[src/rtl/jtframe_romrq_arb.sv]
// Purpose: three-slot, one-entry-per-slot ROM cache that arbitrates misses onto a single SDRAM request port.
// Latency: a miss raises sdram_req on the next edge; slotN_ok rises on the edge that samples data_rdy.
// Backpressure: sdram_req/sdram_addr are held until sdram_ack; only one transfer is in flight at a time.
// Ports: clk/rst (async, active-high); downloading, loop_rst control; slotN_cs/addr in, slotN_dout/ok out;
//        sdram_req/addr out, sdram_ack/data_rdy/data_read in; refresh_en out.
module jtframe_romrq_arb #(
    parameter logic [21:0] SLOT0_OFFSET = 22'h0,
    parameter logic [21:0] SLOT1_OFFSET = 22'h0,
    parameter logic [21:0] SLOT2_OFFSET = 22'h0
) (
    input  logic        clk,
    input  logic        rst,
    input  logic        downloading,
    input  logic        loop_rst,
    input  logic        slot0_cs,
    input  logic [21:0] slot0_addr,
    output logic [31:0] slot0_dout,
    output logic        slot0_ok,
    input  logic        slot1_cs,
    input  logic [21:0] slot1_addr,
    output logic [31:0] slot1_dout,
    output logic        slot1_ok,
    input  logic        slot2_cs,
    input  logic [21:0] slot2_addr,
    output logic [31:0] slot2_dout,
    output logic        slot2_ok,
    output logic        sdram_req,
    output logic [21:0] sdram_addr,
    input  logic        sdram_ack,
    input  logic        data_rdy,
    input  logic [31:0] data_read,
    output logic        refresh_en
);

    typedef enum logic [1:0] {
        IDLE = 2'd0,
        REQ  = 2'd1,
        WAIT = 2'd2
    } state_t;

    state_t            state_q;
    logic [1:0]        sel_q;
    logic [21:0]       lat_addr_q;
    logic              sdram_req_q;
    logic [21:0]       sdram_addr_q;
    logic [2:0]        valid_q;
    logic [2:0][21:0]  tag_q;
    logic [2:0][31:0]  data_q;

    logic [2:0]        cs;
    logic [2:0][21:0]  addr;
    logic [2:0]        ok;
    logic [2:0]        pending;

    logic [1:0]        pick_sel;
    logic [21:0]       pick_addr;
    logic [21:0]       pick_off;

    assign cs   = {slot2_cs, slot1_cs, slot0_cs};
    assign addr = {slot2_addr, slot1_addr, slot0_addr};

    always_comb begin
        for (int i = 0; i < 3; i++) begin
            ok[i]      = cs[i] & valid_q[i] & (tag_q[i] == addr[i]);
            pending[i] = cs[i] & ~ok[i];
        end
    end

    // Fixed priority: lowest index wins.
    always_comb begin
        pick_sel  = 2'd0;
        pick_addr = slot0_addr;
        pick_off  = SLOT0_OFFSET;
        if (pending[0]) begin
            pick_sel  = 2'd0;
            pick_addr = slot0_addr;
            pick_off  = SLOT0_OFFSET;
        end else if (pending[1]) begin
            pick_sel  = 2'd1;
            pick_addr = slot1_addr;
            pick_off  = SLOT1_OFFSET;
        end else if (pending[2]) begin
            pick_sel  = 2'd2;
            pick_addr = slot2_addr;
            pick_off  = SLOT2_OFFSET;
        end
    end

    always_ff @(posedge clk or posedge rst) begin
        if (rst) begin
            state_q      <= IDLE;
            sel_q        <= 2'd0;
            lat_addr_q   <= 22'h0;
            sdram_req_q  <= 1'b0;
            sdram_addr_q <= 22'h0;
            valid_q      <= 3'b000;
            tag_q        <= '0;
            data_q       <= '0;
        end else if (loop_rst) begin
            // Abandon whatever is in flight; late data lands in IDLE and is ignored.
            state_q     <= IDLE;
            sdram_req_q <= 1'b0;
            valid_q     <= 3'b000;
        end else begin
            case (state_q)
                IDLE: begin
                    if (!downloading && (|pending)) begin
                        sel_q        <= pick_sel;
                        lat_addr_q   <= pick_addr;
                        sdram_addr_q <= pick_addr + pick_off;
                        sdram_req_q  <= 1'b1;
                        state_q      <= REQ;
                    end
                end
                REQ: begin
                    if (sdram_ack) begin
                        sdram_req_q <= 1'b0;
                        state_q     <= data_rdy ? IDLE : WAIT;
                    end
                end
                WAIT: begin
                    if (data_rdy) begin
                        state_q <= IDLE;
                    end
                end
                default: state_q <= IDLE;
            endcase

            // Fill uses the latched slot-relative address as tag, so a client that
            // moved away during the transfer will not see a false hit.
            if ((state_q == WAIT && data_rdy) || (state_q == REQ && sdram_ack && data_rdy)) begin
                for (int i = 0; i < 3; i++) begin
                    if (sel_q == 2'(i)) begin
                        data_q[i]  <= data_read;
                        tag_q[i]   <= lat_addr_q;
                        valid_q[i] <= 1'b1;
                    end
                end
            end

            // Overrides any fill above: data written during a download is never trusted.
            if (downloading) begin
                valid_q <= 3'b000;
            end
        end
    end

    assign slot0_ok   = ok[0];
    assign slot1_ok   = ok[1];
    assign slot2_ok   = ok[2];
    assign slot0_dout = data_q[0];
    assign slot1_dout = data_q[1];
    assign slot2_dout = data_q[2];
    assign sdram_req  = sdram_req_q;
    assign sdram_addr = sdram_addr_q;
    assign refresh_en = downloading | ((state_q == IDLE) & ~(|pending));

endmodule

[config.mk]
export PLATFORM = sky130hd
export DESIGN_NAME = jtframe_romrq_arb
export DESIGN_NICKNAME = d
export VERILOG_FILES = /design/src/rtl/jtframe_romrq_arb.sv
export SDC_FILE = /design/constraint.sdc
export NUM_CORES = 1
export LEC_CHECK = 0
export BUFFER_PORTS_ARGS = -buffer_cell sky130_fd_sc_hd__buf_2
export CAP_MARGIN = 15
export CORE_ASPECT_RATIO = 0.9
export CORE_MARGIN = 1
export CORE_UTILIZATION = 28
export CTS_CLUSTER_SIZE = 14
export DETAILED_ROUTE_END_ITERATION = 12
export PLACE_DENSITY_LB_ADDON = 0.12
export SYNTH_ARGS = -nofsm -noshare
export SYNTH_HDL_FRONTEND = slang
export SYNTH_SLANG_ARGS = --single-unit
[constraint.sdc]
create_clock -name clk -period 5.85 [get_ports clk]
set_clock_uncertainty 0.2 [all_clocks]
set_input_delay 0.8775 -clock clk [delete_from_list [all_inputs] [get_ports clk]]
set_output_delay 0.8775 -clock clk [all_outputs]
set_load 0.05 [all_outputs]
==> out/results.tsv <==
stage	metric	value	unit
status	status	complete, no violations	
floorplan	initial_core_util	28.4	%
global_route	antenna_found_initial	1	
floorplan	core	29800	µm²
clock_tree	clockBufferDepth	2	
global_route	grt_max_degree	112	
logic_synthesis	ys_types	36	
clock_tree	root_buffer	clkbuf_16	
pwr	cellLeakagePower	5.39	nW
clock_tree	cts_tree	yes	
worst_setup_path	crit_fanout	3	
global_route	grtUsageTotal	16.7	%
cells_and_area	fin_nets	943	
routing	wl_per_cell	19.8	µm
flow_run	cap_violations	0	
logic_synthesis	synth_edf_count	0	
sta	setup_viol	0	
clock_tree	cts_buffers	17	
global_route	grt_pass1_wl	38400	µm
logic_synthesis	synthArstFlopShare	100	%
clock_tree	cts_setup_buffers	0	
logic_synthesis	yosys.cell_count.top_type	dfrtp_1	
sta	max_freq	232	MHz
routing	drtIter0Drc	393	
floorplan	dieArea	31000	µm²
routing	drc	0	
sta	maxSlewHeadroom	35.3	%
pwr	ir_drop	0.222	mV
clock_tree	cts_resized	0	
logic_synthesis	yosysTopAreaCell	dfrtp_1	
cells_and_area	drive_gt1_share	52.9	%
sta	slew_viol_final	0	
logic_synthesis	syn_nets	711	
logic_synthesis	synth-seq-cells	192	
sta	tns	0	ns
worst_setup_path	path_class	input pin to primary output	
sta	worst_pin_slew	0.970	ns
routing	vias_per_cell	4.59	
floorplan	core.rowCount	60	
routing	vias	5752	
routing	wl	24800	µm
cells_and_area	area_growth	25.8	%
placement	port_buffers	229	
logic_synthesis	avgSynthCellArea	14.0	µm²
logic_synthesis	yosys_most_used_dff	dfrtp_1	
hold_path	hp-class	input pin to asynchronous set/reset pin	
logic_synthesis	synthTopCellsByArea	dfrtp_1, mux2_2, xor2_1	
logic_synthesis	synthTopCellsByCount	dfrtp_1, mux2_2, xor2_1, inv_1, mux2i_1	
worst_setup_path	cp.arrival	3.23	ns
floorplan	die_x	185	µm
clock_tree	postCtsHoldBufs	0	
pwr	total_power	0.00483	W
clock_tree	cts.sinks	192	
routing	first_pass_iters	6	
global_route	grt_overflow	0	
sta	finalHoldViolCount	0	
logic_synthesis	synth_top_area_share	56.7	%
global_route	grt_pass1_vias	6121	
logic_synthesis	netlist_instances	604	
placement	routabilityCongestion	0.763	
worst_setup_path	crit_required	4.77	ns
worst_setup_path	critPathCaptureType	primary output	
floorplan	die_y	167	µm
logic_synthesis	synth-seq-area-share	56.7	%
logic_synthesis	ys_warn_count	0	
clock_tree	worstSkewPairLatency	0.44	ns
worst_setup_path	worstSetupStartpointType	input pin	
clock_tree	clk_pin_slew	0.08	ns
placement	dpl.hpwl	17100	µm
sta	min_period	4.31	ns
floorplan	boundaryPins	230	
logic_synthesis	synth_area	8470	µm²
pwr	powerDensity	453	nW/µm²
sta	fin_crit_sh	73.7	%
sta	rsz0062_at_grt	false	
routing	ant_nets	0	
clock_tree	htreeDepth	4	
==> logic make-up (layout without fill, tap and decap cells) <==
kind of cell | count (synthesis) | in the layout | synth area share, %
buffers and inverters | 53 | 298 | 3.06
flip-flops | 192 | 192 | 56.7
XOR/XNOR | 66 | 66 | 6.82
other | 0 | 1 | 0
AO/OA/AOI/OAI | 36 | 36 | 4.06
multiplexers | 186 | 186 | 24.4
AND/OR/NAND/NOR | 71 | 71 | 4.98
==> layout make-up <==
cell class / instances / area [µm²]
Multi-Input combinational cell: 359 / 3440
Sequential cell: 192 / 4800
Antenna cell: 1 / 2.50
Timing Repair Buffer: 241 / 1250
Tap cell: 403 / 504
Fill cell: 3005 / 19100
Inverter: 25 / 97.6
Clock buffer: 18 / 439
Clock inverter: 14 / 129
==> metrics by stage <==
step	util, %	instance area (µm²)	setup WS [ns]	cells	hold WS, ns
4_1_cts	35.8	10700	1.51	1252	0.134
3_5_place_dp	33.9	10100	1.40	1220	0.290
6_report	35.8	10700	1.54	1253	0.149
5_1_grt	35.8	10700	1.42	1252	0.139
2_1_floorplan	-	8480	1.83	604	0.301
3_3_place_gp	33.9	10100	1.52	1220	0.284
==> state kept, by name (all words and copies together) (netlist names) <==
| name | count |
|---|---|
| sdram_addr | 22 |
| sdram_req | 1 |
| sel_q | 2 |
| slot0_dout | 32 |
| slot1_dout | 32 |
| slot2_dout | 32 |
| state_q | 2 |
| tag_q | 66 |
| valid_q | 3 |
==> cell usage in the layout, fill, tap and decap left out, drive strengths merged, types with 7 or more instances in the layout <==
cell	synthesis	final
nor4	17	17
clkinvlp	0	7
and2	23	23
nand2	12	12
xor2	52	52
inv	25	29
a222oi	22	22
dfrtp	192	192
xnor2	14	14
buf	23	241
clkbuf	5	18
mux2	163	163
mux2i	23	23
==> worst max-delay path, stage by stage <==
cell     delay (ns)
buf_2          0.11
xor2_1         0.17
nor4_1         0.62
nand4_1        0.24
o41ai_1        0.65
a41o_1         0.29
buf_2          0.27
==> power breakdown <==
group | switching, W | internal, W
clock network | 0.000554 | 0.000604
registers | 0.000243 | 0.00169
logic | 0.00120 | 0.000542
total | 0.00199 | 0.00284
==> layer usage <==
| layer | GRT usage [%] | share of wire (%) | vias to the layer above |
|---|---|---|---|
| met5 | 0 | 0 | - |
| met1 | 22.9 | 46 | 2889 |
| met4 | 3.84 | 0.83 | 0 |
| met3 | 6.25 | 8.7 | 11 |
| li1 | - | - | 2641 |
| met2 | 24.9 | 44 | 211 |
==> worst paths after layout <==
| path | from | endpoint | slack, ns | cells past startpoint |
|---|---|---|---|---|
| max | slot1_addr[14] | refresh_en | 1.54 | 7 |
| min | rst | slot0_dout[16]$_DFFE_PP0P_ | 0.15 | 2 |
| max reg2reg | tag_q[36]$_DFFE_PP0P_ | sel_q[0]$_DFFE_PP0P_ | 2.03 | 7 |
| min reg2reg | slot0_dout[4]$_DFFE_PP0P_ | slot0_dout[4]$_DFFE_PP0P_ | 0.30 | 1 |
| max in group asynchronous | rst | slot0_dout[24]$_DFFE_PP0P_ | 4.10 | 3 |
| min in group clk | slot0_dout[4]$_DFFE_PP0P_ | slot0_dout[4]$_DFFE_PP0P_ | 0.30 | 1 |
Note: power is estimated with default switching activity, not from simulation.
